## src/rtl/rfile_track_avg.sv

```systemverilog
// rfile_track_avg
// Moving-average tracker for the position fixes coming out of the RSSI
// localiser. Keeps the last DEPTH accepted fixes in a circular window,
// publishes the rounded mean one cycle after each window update, rejects
// fixes that jump too far from the published mean, and re-acquires after
// OUTLIER_MAX consecutive rejects.
//
// Ports
//   clk        clock, all state updates on the rising edge
//   rst        asynchronous active-high reset
//   clear      synchronous flush of the window (wins over in_valid)
//   in_valid   fix strobe
//   xt, yt     fix coordinates, sampled when in_valid=1
//   avg_x/y    published rounded average (registered)
//   avg_valid  one-cycle pulse when avg_x/avg_y are updated
//   reject     one-cycle pulse when a fix is discarded as an outlier
//   locked     1 while tracking (window full)
//   fill       number of valid window entries, 0..DEPTH
module rfile_track_avg #(
    parameter int DEPTH       = 4,
    parameter int LOG2D       = 2,
    parameter int JUMP_TH     = 16,
    parameter int OUTLIER_MAX = 3
) (
    input  logic             clk,
    input  logic             rst,
    input  logic             clear,
    input  logic             in_valid,
    input  logic [7:0]       xt,
    input  logic [7:0]       yt,
    output logic [7:0]       avg_x,
    output logic [7:0]       avg_y,
    output logic             avg_valid,
    output logic             reject,
    output logic             locked,
    output logic [LOG2D:0]   fill
);

    localparam int SW  = 8 + LOG2D;                  // sums never overflow
    localparam int FW  = LOG2D + 1;
    localparam int OCW = $clog2(OUTLIER_MAX + 1);

    localparam logic [FW-1:0]  FILL_LAST = FW'(DEPTH - 1);
    localparam logic [OCW-1:0] OC_LAST   = OCW'(OUTLIER_MAX - 1);
    localparam logic [7:0]     JUMP_LIM  = 8'(JUMP_TH);
    localparam logic [SW:0]    HALF      = (SW + 1)'(DEPTH / 2);

    typedef enum logic {WARMUP, TRACK} state_t;

    state_t              state_reg, state_next;
    logic [7:0]          win_x_reg [DEPTH];
    logic [7:0]          win_y_reg [DEPTH];
    logic [LOG2D-1:0]    wr_ptr_reg, wr_ptr_next;
    logic [SW-1:0]       sum_x_reg, sum_x_next;
    logic [SW-1:0]       sum_y_reg, sum_y_next;
    logic [FW-1:0]       fill_reg, fill_next;
    logic [OCW-1:0]      oc_reg, oc_next;
    logic                pub_pend_reg, pub_pend_next;
    logic                rej_pend_reg, rej_pend_next;
    logic [7:0]          avg_x_reg, avg_y_reg;
    logic                avg_valid_reg, reject_reg;

    logic                do_write;
    logic                do_relock;
    logic [7:0]          old_x, old_y;
    logic [7:0]          dev_x, dev_y;
    logic                jump;

    // Oldest entry is the one the pointer is about to overwrite.
    assign old_x = win_x_reg[wr_ptr_reg];
    assign old_y = win_y_reg[wr_ptr_reg];

    // Deviation is against the average currently published, even if a
    // newer one is about to be registered on this very edge.
    assign dev_x = (xt >= avg_x_reg) ? (xt - avg_x_reg) : (avg_x_reg - xt);
    assign dev_y = (yt >= avg_y_reg) ? (yt - avg_y_reg) : (avg_y_reg - yt);
    assign jump  = (dev_x > JUMP_LIM) || (dev_y > JUMP_LIM);

    // ------------------------------------------------------------------
    // State register
    // ------------------------------------------------------------------
    always_ff @(posedge clk or posedge rst) begin
        if (rst) begin
            state_reg    <= WARMUP;
            wr_ptr_reg   <= '0;
            sum_x_reg    <= '0;
            sum_y_reg    <= '0;
            fill_reg     <= '0;
            oc_reg       <= '0;
            pub_pend_reg <= 1'b0;
            rej_pend_reg <= 1'b0;
        end else begin
            state_reg    <= state_next;
            wr_ptr_reg   <= wr_ptr_next;
            sum_x_reg    <= sum_x_next;
            sum_y_reg    <= sum_y_next;
            fill_reg     <= fill_next;
            oc_reg       <= oc_next;
            pub_pend_reg <= pub_pend_next;
            rej_pend_reg <= rej_pend_next;
        end
    end

    // ------------------------------------------------------------------
    // Next-state and window control
    // ------------------------------------------------------------------
    always_comb begin
        state_next    = state_reg;
        wr_ptr_next   = wr_ptr_reg;
        sum_x_next    = sum_x_reg;
        sum_y_next    = sum_y_reg;
        fill_next     = fill_reg;
        oc_next       = oc_reg;
        pub_pend_next = 1'b0;
        rej_pend_next = 1'b0;
        do_write      = 1'b0;
        do_relock     = 1'b0;

        if (clear) begin
            state_next  = WARMUP;
            wr_ptr_next = '0;
            sum_x_next  = '0;
            sum_y_next  = '0;
            fill_next   = '0;
            oc_next     = '0;
        end else if (in_valid) begin
            case (state_reg)
                WARMUP: begin
                    do_write    = 1'b1;
                    wr_ptr_next = wr_ptr_reg + LOG2D'(1);
                    sum_x_next  = sum_x_reg + SW'(xt);
                    sum_y_next  = sum_y_reg + SW'(yt);
                    fill_next   = fill_reg + FW'(1);
                    if (fill_reg == FILL_LAST) begin
                        state_next    = TRACK;
                        pub_pend_next = 1'b1;
                    end
                end
                TRACK: begin
                    if (!jump) begin
                        do_write      = 1'b1;
                        wr_ptr_next   = wr_ptr_reg + LOG2D'(1);
                        // Modular arithmetic: the result is exact even if
                        // the intermediate would briefly go negative.
                        sum_x_next    = sum_x_reg + SW'(xt) - SW'(old_x);
                        sum_y_next    = sum_y_reg + SW'(yt) - SW'(old_y);
                        oc_next       = '0;
                        pub_pend_next = 1'b1;
                    end else begin
                        rej_pend_next = 1'b1;
                        if (oc_reg == OC_LAST) begin
                            // Too many outliers in a row: assume the target
                            // really moved and restart the window from here.
                            do_relock   = 1'b1;
                            state_next  = WARMUP;
                            wr_ptr_next = LOG2D'(1);
                            sum_x_next  = SW'(xt);
                            sum_y_next  = SW'(yt);
                            fill_next   = FW'(1);
                            oc_next     = '0;
                        end else begin
                            oc_next = oc_reg + OCW'(1);
                        end
                    end
                end
                default: state_next = WARMUP;
            endcase
        end
    end

    // ------------------------------------------------------------------
    // Window storage, one register pair per entry
    // ------------------------------------------------------------------
    generate
        for (genvar gi = 0; gi < DEPTH; gi++) begin : g_win
            always_ff @(posedge clk or posedge rst) begin
                if (rst) begin
                    win_x_reg[gi] <= '0;
                    win_y_reg[gi] <= '0;
                end else if (clear) begin
                    win_x_reg[gi] <= '0;
                    win_y_reg[gi] <= '0;
                end else if (do_relock) begin
                    win_x_reg[gi] <= (gi == 0) ? xt : 8'd0;
                    win_y_reg[gi] <= (gi == 0) ? yt : 8'd0;
                end else if (do_write && (wr_ptr_reg == LOG2D'(gi))) begin
                    win_x_reg[gi] <= xt;
                    win_y_reg[gi] <= yt;
                end
            end
        end
    endgenerate

    // ------------------------------------------------------------------
    // Output stage: publishes from the sums one cycle after the update
    // ------------------------------------------------------------------
    always_ff @(posedge clk or posedge rst) begin
        if (rst) begin
            avg_x_reg     <= '0;
            avg_y_reg     <= '0;
            avg_valid_reg <= 1'b0;
            reject_reg    <= 1'b0;
        end else if (clear) begin
            avg_x_reg     <= '0;
            avg_y_reg     <= '0;
            avg_valid_reg <= 1'b0;
            reject_reg    <= 1'b0;
        end else begin
            avg_valid_reg <= pub_pend_reg;
            reject_reg    <= rej_pend_reg;
            if (pub_pend_reg) begin
                // Round half up; (255*DEPTH + DEPTH/2) >> LOG2D is 255.
                avg_x_reg <= 8'(({1'b0, sum_x_reg} + HALF) >> LOG2D);
                avg_y_reg <= 8'(({1'b0, sum_y_reg} + HALF) >> LOG2D);
            end
        end
    end

    assign avg_x     = avg_x_reg;
    assign avg_y     = avg_y_reg;
    assign avg_valid = avg_valid_reg;
    assign reject    = reject_reg;
    assign locked    = (state_reg == TRACK);
    assign fill      = fill_reg;

endmodule

```

## config.mk

```make
export PLATFORM = sky130hd
export DESIGN_NAME = rfile_track_avg
export DESIGN_NICKNAME = d
export VERILOG_FILES = /design/src/rtl/rfile_track_avg.sv
export SDC_FILE = /design/constraint.sdc
export NUM_CORES = 1
export LEC_CHECK = 0
export BUFFER_PORTS_ARGS = -buffer_cell sky130_fd_sc_hd__buf_4
export CELL_PAD_IN_SITES_DETAIL_PLACEMENT = 1
export CELL_PAD_IN_SITES_GLOBAL_PLACEMENT = 2
export CORE_ASPECT_RATIO = 0.9
export CORE_MARGIN = 10
export CORE_UTILIZATION = 43
export DETAILED_ROUTE_END_ITERATION = 8
export GPL_ROUTABILITY_DRIVEN = 0
export PLACE_DENSITY = 0.95
export RECOVER_POWER = 100
export SYNTH_ARGS = -nofsm -noshare
export SYNTH_HDL_FRONTEND = slang
export SYNTH_SLANG_ARGS = --single-unit
```

## constraint.sdc

```tcl
create_clock -name clk -period 8.7 [get_ports clk]
set_input_delay 1.74 -clock clk [delete_from_list [all_inputs] [get_ports clk]]
set_output_delay 1.74 -clock clk [all_outputs]
set_load 0.01 [all_outputs]
```

==> results of run 1 <==
## routing by layer
metal	vias up	part of all wire, %	routed length (microns)	GRT usage (%)
met4	0	1.7	507	5.585
li1	3672	-	-	-
met2	270	44	13210	33.88
met5	-	0	0	0
met3	39	6.4	1915	4.123
met1	3986	48	14250	32.10
## how the worst max path moves through the flow
| stage | slack [ns] | endpoint | start |
|---|---|---|---|
| after floorplan | 3.88 | win_x_reg[16]$_DFFE_PP0P_ | xt[0] |
| after CTS | 2.53 | win_y_reg[5]$_DFFE_PP0P_ | xt[0] |
| after global routing | 1.11 | win_x_reg[26]$_DFFE_PP0P_ | yt[0] |
| after detailed placement | 2.18 | win_y_reg[5]$_DFFE_PP0P_ | xt[0] |
| final | 1.36 | win_x_reg[26]$_DFFE_PP0P_ | yt[0] |
| after global placement | 2.39 | win_y_reg[0]$_DFFE_PP0P_ | xt[0] |
## worst reg2reg max path: stages (launching register included)
cell and delay (ns):
dfrtp_1 0.52, inv_1 0.14, fa_1 0.45, nand2b_1 0.18
a211oi_1 0.21, o21ai_1 0.11, or4_1 0.57, a2111oi_0 0.40
clkbuf_1 0.63, a21oi_1 0.33, a32oi_1 1.94, mux2i_1 0.27
## synth_stat cells (all sizes together), types with 20 or more instances
| cell | count |
|---|---|
| ha | 70 |
| nand4 | 35 |
| a21oi | 74 |
| dfrtp | 112 |
| nand2 | 66 |
| nor2 | 66 |
| o21ai | 51 |
| clkbuf | 44 |
| inv | 72 |
| o31ai | 35 |
| xor2 | 21 |
| a211oi | 20 |
| nor4 | 21 |
| mux2i | 22 |
| nand3 | 28 |
| buf | 23 |
## metrics by stage
stage	std cells	hold slack (ns)	util [%]
2_1_floorplan	986	0.4385	-
3_3_place_gp	1225	0.4585	46.19
3_5_place_dp	1225	0.4698	46.19
4_1_cts	1241	0.4918	47.80
5_1_grt	1241	0.5424	47.09
6_report	1241	0.4847	47.09
## power breakdown
group,total (mW),internal (mW),switching [mW]
Combinational,0.512,0.199,0.313
Clock,0.467,0.239,0.227
Sequential,0.575,0.544,0.0305
## area by class of cell
class                           instances  area share [%]
Inverter                               72           2.876
Sequential cell                       112           29.68
Timing Repair Buffer                   51           2.982
Clock buffer                           10           2.531
Clock inverter                          6          0.8879
Tap cell                              255           3.379
Multi-Input combinational cell        735           57.66
## logic make-up after synthesis
group / synth area share, %
AO/OA/AOI/OAI: 23.71
adder cells (fa/ha/maj): 11.74
AND/OR/NAND/NOR: 16.35
flip-flops: 31.76
XOR/XNOR: 3.574
multiplexers: 6.580
buffers and inverters: 6.282
==> impl_metrics.tcl, run 1 <==
set metrics [dict create \
    hold_class "register to register" \
    rsz0062_at_grt "no" \
    clock_path_buffers 2 \
    root_buffer "clkbuf_16" \
    hold_viol 0 \
    ant_nets 0 \
    synth_top_area_share_pct 31.76 \
    layout_common_cells "dfrtp_1 (112), a21oi_1 (73), inv_1 (70), ha_1 (70)" \
    layout-drive-gt1-share_pct 6.998 \
    power_density_mw_per_mm2 164.6 \
    grt_overflow_total 0 \
    cts_buffers 9 \
    via_per_inst 6.420 \
    cp-end-kind "register" \
    cp.required_ns 8.85 \
    vdd_drop_max_mv 0.1009 \
    path_clk_slew_ns 0.09 \
    synth_edf_count 0 \
    worstSetupPathType "input pin to register" \
    fin_nets 1079 \
    run_status "finished, violations left" \
    syn-mean-instance-area_sq_um 8.949 \
    tritoncts "done" \
    min_from "rej_pend_reg$_DFF_PP0_" \
    initial_core_util_pct 44.01 \
    clk_latency_ns 0.38 \
    post_cts_buffers 0 \
    ys_async_sr_fraction_pct 100.0 \
    fmax_ghz 0.1362 \
    setup-tns-final_ns 0 \
    drv_slew 173 \
    drtPass1Iterations 5 \
    syn_nets 1084 \
    port_buffers 41 \
    cp_cell_sequence "clkbuf_1, inv_1, ha_1, fa_1, nand2b_1, a21oi_1, xor2_1, a21boi_0, a221oi_1, a2111o_1, o21ai_4, a32oi_1, mux2i_1" \
    drv_cap 4 \
    worst-path-max-fanout 37 \
    worstSetupStartpointType "input pin" \
    n_antenna_cell 0 \
    grt_max_degree 64 \
    setup_violations 0 \
    cts.sinks 112 \
    io_pins 42 \
    htreeDepth 3 \
    p_leak_nw 4.082 \
    die_h_microns 155.9 \
    fin_crit_sh_pct 84.42 \
    grt_use_total_pct 22.39 \
    vias 7967 \
    r2r_setup_slack_ns 2.74 \
    place_area_sq_mm 0.009260 \
    rows 49 \
    antenna_found_initial 1 \
    rr_worst_depth 11 \
    post-dp-hpwl_mm 20.84 \
    die-area_sq_mm 0.02666 \
    cp_num_cells 13 \
    synth_cell_types 69 \
    violations "capacitance limit, slew limit" \
    cpPeakStageDelay_ns 2.01 \
    synth_area_sq_mm 0.008823 \
    mostFrequentLayoutCell "dfrtp_1" \
    cp_data_arrival_time_ns 7.50 \
    die_w_microns 171.0 \
    maxSlewHeadroom_pct -121.3 \
    drt_iter0_drc 695 \
    final.setup_skew_ns 0.01384 \
    r2r-end "win_x_reg[26]$_DFFE_PP0P_" \
    drt_wl_total_mm 29.89 \
    slowest_stage "a32oi_1" \
    place_ws_ns 2.178 \
    synth_seq_cells 112 \
    path_delay_family "compound AO/OA/AOI/OAI gates" \
    cts-resized-gates 0 \
    hold_depth 1 \
    design_area_sq_mm 0.009442 \
    synth_cells 986 \
    area_growth_pct 7.005 \
    critPathBufInv 2 \
    min_period_ns 7.345 \
    synth.largest_area_cell "dfrtp_1" \
    seq_area_sq_mm 0.002803 \
    fin_ws_ns 1.355 \
    route.detailed.drc 0 \
    ys_seq_area_share_pct 31.76 \
    multiInputGateArea_sq_mm 0.005444 \
    r2r-start "avg_x[1]$_DFFE_PP0P_" \
    yosys_warnings 0 \
    core_area_sq_mm 0.02005 \
    grt_pass1_vias 8095 \
    post_drt_wl_per_cell_microns 24.08 \
    synthFlopType "dfrtp_1" \
    grt_pass1_wl_mm 47.26 \
    worst_pin_slew_ns 3.320 \
    ys_top_cells_by_area "dfrtp_1 (32%), ha_1 (9.9%), a21oi_1 (4.2%)" \
    nFillCells 2340 \
    power_mw 1.554 \
    cts_hold_buf 0 \
    min_to "reject$_DFF_PP0_" \
]
(Power assumes the default switching activity.)
==> inputs of run 2 (changes only) <==
Settings changed: CORE_UTILIZATION 43 to 36, PLACE_DENSITY 0.95 to 0.86.
Clock period 8.7 ns to 6.03 ns, I/O delays scaled along.
==> run 2 against run 1 <==
The flow still finishes with violations (capacitance limit, slew limit). Sequential cell count did not move. Global-route usage down 3.3 points. Final cell count rose by 4.9%. Count of clock-buffer cells in the layout unchanged. Setup slack worse by 0.71 ns. Power up 41%. Design area up 1.2%. Largest cell class unchanged.
==> impl_metrics.tcl, run 2 (synthesized netlist as in run 1, its figures left out) <==
set metrics [dict create \
    slowest_stage "clkbuf_2" \
    rows 54 \
    cp_cell_sequence "buf_4, inv_1, ha_1, fa_1, nand2b_1, a21oi_1, o21ai_0, a21o_1, a21o_1, a2111o_1, o21ai_4, clkbuf_2, nand3_2, a41o_1" \
    layout-drive-gt1-share_pct 8.149 \
    worstSetupPathType "input pin to register" \
    violations "capacitance limit, slew limit" \
    fin_nets 1087 \
    worst_pin_slew_ns 2.891 \
    port_buffers 41 \
    layout_common_cells "dfrtp_1 (112), a21oi_1 (74), inv_1 (70), ha_1 (70)" \
    clock_path_buffers 2 \
    whs_ns 0.4724 \
    die_h_microns 168.5 \
    ant_nets 0 \
    instances_no_fill 1302 \
    utilization_pct 39.50 \
    busiest_layer "met2" \
    vias 7958 \
    rsz0062_at_grt "no" \
    mostFrequentLayoutCell "dfrtp_1" \
    dpl.cell_count 1286 \
    run_status "finished, violations left" \
    grt_pass1_wl_mm 47.13 \
    design_area_sq_mm 0.009555 \
    drt_iter0_drc 702 \
    die_w_microns 185.0 \
    cts.sinks 112 \
    post-dp-hpwl_mm 20.79 \
    maxSlewHeadroom_pct -93.79 \
    final.setup_skew_ns 0.009250 \
    route.detailed.drc 0 \
    path_clk_slew_ns 0.08 \
    antenna_found_initial 0 \
    hold_viol 0 \
    p_leak_nw 4.112 \
    path_common_cell "a21o_1" \
    power_mw 2.184 \
    htreeDepth 3 \
    drv_slew 135 \
    cp-end-kind "register" \
    grt_max_degree 63 \
    drt_wl_total_mm 29.67 \
    grt_overflow_total 0 \
    fmax_ghz 0.1859 \
    power_density_mw_per_mm2 228.6 \
    initial_core_util_pct 36.48 \
    cp.required_ns 6.29 \
    worstSetupStartpointType "input pin" \
    die-area_sq_mm 0.03118 \
    drv_cap 3 \
    cp_data_arrival_time_ns 5.64 \
    grt_pass1_vias 8011 \
    drtPass1Iterations 5 \
    setup_violations 0 \
    use_met3_pct 3.339 \
    cts-resized-gates 0 \
    vdd_drop_max_mv 0.1492 \
    hold_class "register to register" \
    fin_crit_sh_pct 89.23 \
    met2_usage_pct 28.62 \
    root_buffer "clkbuf_16" \
    post_drt_wl_per_cell_microns 22.79 \
    fin_ws_ns 0.6495 \
    worst-path-max-fanout 36 \
    r2r_setup_slack_ns 1.23 \
    tritoncts "done" \
    core_area_sq_mm 0.02419 \
    cts_hold_buf 0 \
    post_cts_buffers 0 \
    area_growth_pct 8.295 \
    clk_latency_ns 0.37 \
    cpPeakStageDelay_ns 0.67 \
    use_met1_pct 28.13 \
    setup-tns-final_ns 0 \
    cts_buffers 9 \
    via_per_inst 6.112 \
    place_ws_ns 0.5973 \
    io_pins 42 \
    place_area_sq_mm 0.009387 \
    min_period_ns 5.381 \
    grt_use_total_pct 19.07 \
    n_antenna_cell 0 \
]
[run 2: area by class of cell]
type	count	area, sq um
flip-flops and latches	112	2803
well taps	308	385.4
clock inverters	6	58.81
inverters	72	271.5
multi-input cells	735	5470
fillers	2850	14630
clock buffers	10	229.0
repair buffers	59	337.8
[run 2: power by group]
group,total (mW),internal (mW),switching [mW]
logic,0.731,0.289,0.442
registers,0.829,0.785,0.0436
clock network,0.624,0.293,0.331
[run 2: final timing paths]
kind,to,start,cells after the start
max in group asynchronous,sum_y_reg[7]$_DFFE_PP0P_,rst,3
worst max register to register,win_x_reg[17]$_DFFE_PP0P_,avg_x[0]$_DFFE_PP0P_,12
min in group asynchronous,win_x_reg[9]$_DFFE_PP0P_,rst,2
worst min register to register,reject$_DFF_PP0_,rej_pend_reg$_DFF_PP0_,1
worst max-delay path,win_x_reg[17]$_DFFE_PP0P_,xt[0],14
worst min-delay path,reject$_DFF_PP0_,rej_pend_reg$_DFF_PP0_,1
[run 2: critical path, delay by kind of cell]
kind,cells,cell delay (ns)
simple gates,2,0.69
compound gates,7,2.22
fa+ha+maj,2,0.62
buf+inv,3,0.88
[run 2: layer usage]
metal	routed length (microns)	vias up	part of all wire [%]
met5	0	-	0
met4	248	0	0.84
met3	1391	19	4.7
met2	13260	180	45
met1	14760	4080	50
li1	-	3679	-
==> inputs of run 3 (changes only) <==
Settings changed: CORE_UTILIZATION 36 to 40, PLACE_DENSITY 0.86 to 0.9.
Clock period 6.03 ns to 5.74 ns, I/O delays scaled along.
==> run 3 against run 2 <==
The run still ends with capacitance limit, slew limit left. Worst hold slack better by 0.0033 ns. Critical path depth is 1 higher. Setup slack worse by 0.13 ns. Critical path type unchanged. Combinational power is 6.4% higher. Power is 5.7% higher. Wire length is 2.5% higher. Core utilization is 4.5 points higher. Sequential share of layout area hardly changed. Final cell count is 1.5% lower. Count of clock-buffer cells in the layout is 2 higher. Sequential cell count stayed put. Sequential power is 6.0% higher.
==> impl_metrics.tcl, run 3 (synthesized netlist as in run 1, its figures left out) <==
set metrics [dict create \
    cts.sinks 112 \
    cts_buffers 9 \
    grt_max_degree 71 \
    fin_nets 1084 \
    clkPwrFrac_pct 28.2 \
    power_density_mw_per_mm2 241.8 \
    worst_pin_slew_ns 3.211 \
    cts_hold_buf 0 \
    internal_power_mw 1.454 \
    area_growth_pct 8.210 \
    p_comb_share_pct 33.7 \
    post_cts_buffers 0 \
    place_ws_ns 0.3763 \
    core_area_sq_mm 0.02170 \
    grt_pass1_vias 8252 \
    drtPass1Iterations 5 \
    ant_nets 0 \
    drv_slew 144 \
    root_buffer "clkbuf_16" \
    fmax_ghz 0.1917 \
    hold_class "register to register" \
    layout_common_cells "dfrtp_1 (112), a21oi_1 (74), inv_1 (70), ha_1 (70)" \
    drt_iter0_drc 731 \
    grt_use_total_pct 21.15 \
    via_per_inst 6.235 \
    r2r_setup_slack_ns 1.12 \
    vdd_drop_max_mv 0.1287 \
    clk_latency_ns 0.37 \
    mostFrequentLayoutCell "dfrtp_1" \
    die-area_sq_mm 0.02841 \
    route.detailed.drc 0 \
    grt_pass1_wl_mm 47.93 \
    p_switching_mw 0.8541 \
    run_status "finished, violations left" \
    seqPwrFrac_pct 38.1 \
    drv_cap 3 \
    rsz0062_at_grt "no" \
    setup-tns-final_ns 0 \
    maxSlewHeadroom_pct -115.3 \
    io_pins 42 \
    cp_data_arrival_time_ns 5.52 \
    fin_ws_ns 0.5236 \
    worstSetupPathType "input pin to register" \
    p_sw_share_pct 37.00 \
    post_drt_wl_per_cell_microns 23.71 \
    violations "capacitance limit, slew limit" \
    initial_core_util_pct 40.67 \
    setup_violations 0 \
    drt_wl_total_mm 30.42 \
    rows 51 \
    worstSetupStartpointType "input pin" \
    hold_viol 0 \
    cpPeakStageDelay_ns 0.70 \
    slowest_stage "nor4_1" \
    clock_path_buffers 2 \
    antenna_found_initial 0 \
    seq_area_sq_mm 0.002803 \
    cp-end-kind "register" \
    die_w_microns 176.6 \
    min_period_ns 5.216 \
    cts-resized-gates 0 \
    post-dp-hpwl_mm 21.65 \
    p_leak_nw 4.115 \
    tritoncts "done" \
    port_buffers 41 \
    fin_crit_sh_pct 90.88 \
    vias 7999 \
    layout-drive-gt1-share_pct 7.871 \
    worst-path-max-fanout 48 \
    grt_overflow_total 0 \
    cp.required_ns 6.04 \
    path_clk_slew_ns 0.08 \
    final.setup_skew_ns 0.009144 \
    whs_ns 0.4756 \
    nFillCells 2535 \
    cp_cell_sequence "clkbuf_1, inv_1, ha_1, fa_1, nand2b_1, a21oi_1, xor2_1, a21boi_0, a221oi_1, a2111oi_2, clkbuf_1, a21oi_1, buf_12, nor4_1, a41o_1" \
    htreeDepth 3 \
    multiInputGateArea_sq_mm 0.005468 \
    die_h_microns 160.9 \
]
==> run 3: changes by cell type in the layout (fill, tap and decap cells not counted), moves of 2 or more <==
| cell | delta |
|---|---|
| clkbuf_2 | -2 |
| buf_12 | +2 |
| buf_4 | -2 |
| inv_8 | -2 |
| clkbuf_8 | +2 |
==> run 3: critical path: cells and delay by family <==
kind            cells  cell delay (ns)
fa+ha+maj           2             0.64
simple gates        2             0.89
compound gates      6             1.42
buf+inv             4             1.23
xor+xnor            1             0.12
==> run 3: power by group through the flow <==
stage	combinational [mW]	clock [mW]	sequential, mW
after floorplan	0.571	0	0.870
after global placement	0.744	0	0.892
after detailed placement	0.767	0	0.894
after CTS	0.773	0.669	0.878
after global routing	0.866	0.690	0.886
final	0.778	0.652	0.879
==> run 3: path summary, 6_finish.rpt <==
path,cells past startpoint,from,end
worst max-delay path,15,yt[0],win_x_reg[20]$_DFFE_PP0P_
worst min-delay path,1,rej_pend_reg$_DFF_PP0_,reject$_DFF_PP0_
worst max register to register,13,avg_x[0]$_DFFE_PP0P_,win_x_reg[20]$_DFFE_PP0P_
worst min register to register,1,rej_pend_reg$_DFF_PP0_,reject$_DFF_PP0_
max in group asynchronous,3,rst,sum_x_reg[4]$_DFFE_PP0P_
min in group asynchronous,2,rst,win_x_reg[28]$_DFFE_PP0P_
==> run 3: layout make-up <==
type	count	area share, %
Antenna cell	1	0.02621
Clock buffer	12	2.686
Clock inverter	4	0.3538
Inverter	72	2.844
Multi-Input combinational cell	735	57.27
Sequential cell	112	29.35
Tap cell	291	3.813
Timing Repair Buffer	56	3.656
==> run 3: per-stage QoR <==
step	total power, mW	util, %	cells	cell area, sq um
after global placement	1.637	43.18	1266	9368
after floorplan	1.440	-	986	8823
after detailed placement	1.661	43.18	1266	9368
final	2.309	44.01	1283	9548
after global routing	2.442	44.00	1282	9545
after CTS	2.320	44.52	1282	9658
==> run 3: layer usage <==
metal / share of wire (%) / vias to the layer above / GRT usage, % / wire length (microns)
li1: - / 3673 / - / -
met1: 47 / 4047 / 30.13 / 14330
met2: 44 / 245 / 31.69 / 13460
met3: 7.2 / 34 / 5.251 / 2205
met4: 1.4 / 0 / 4.124 / 422
met5: 0 / - / 0 / 0
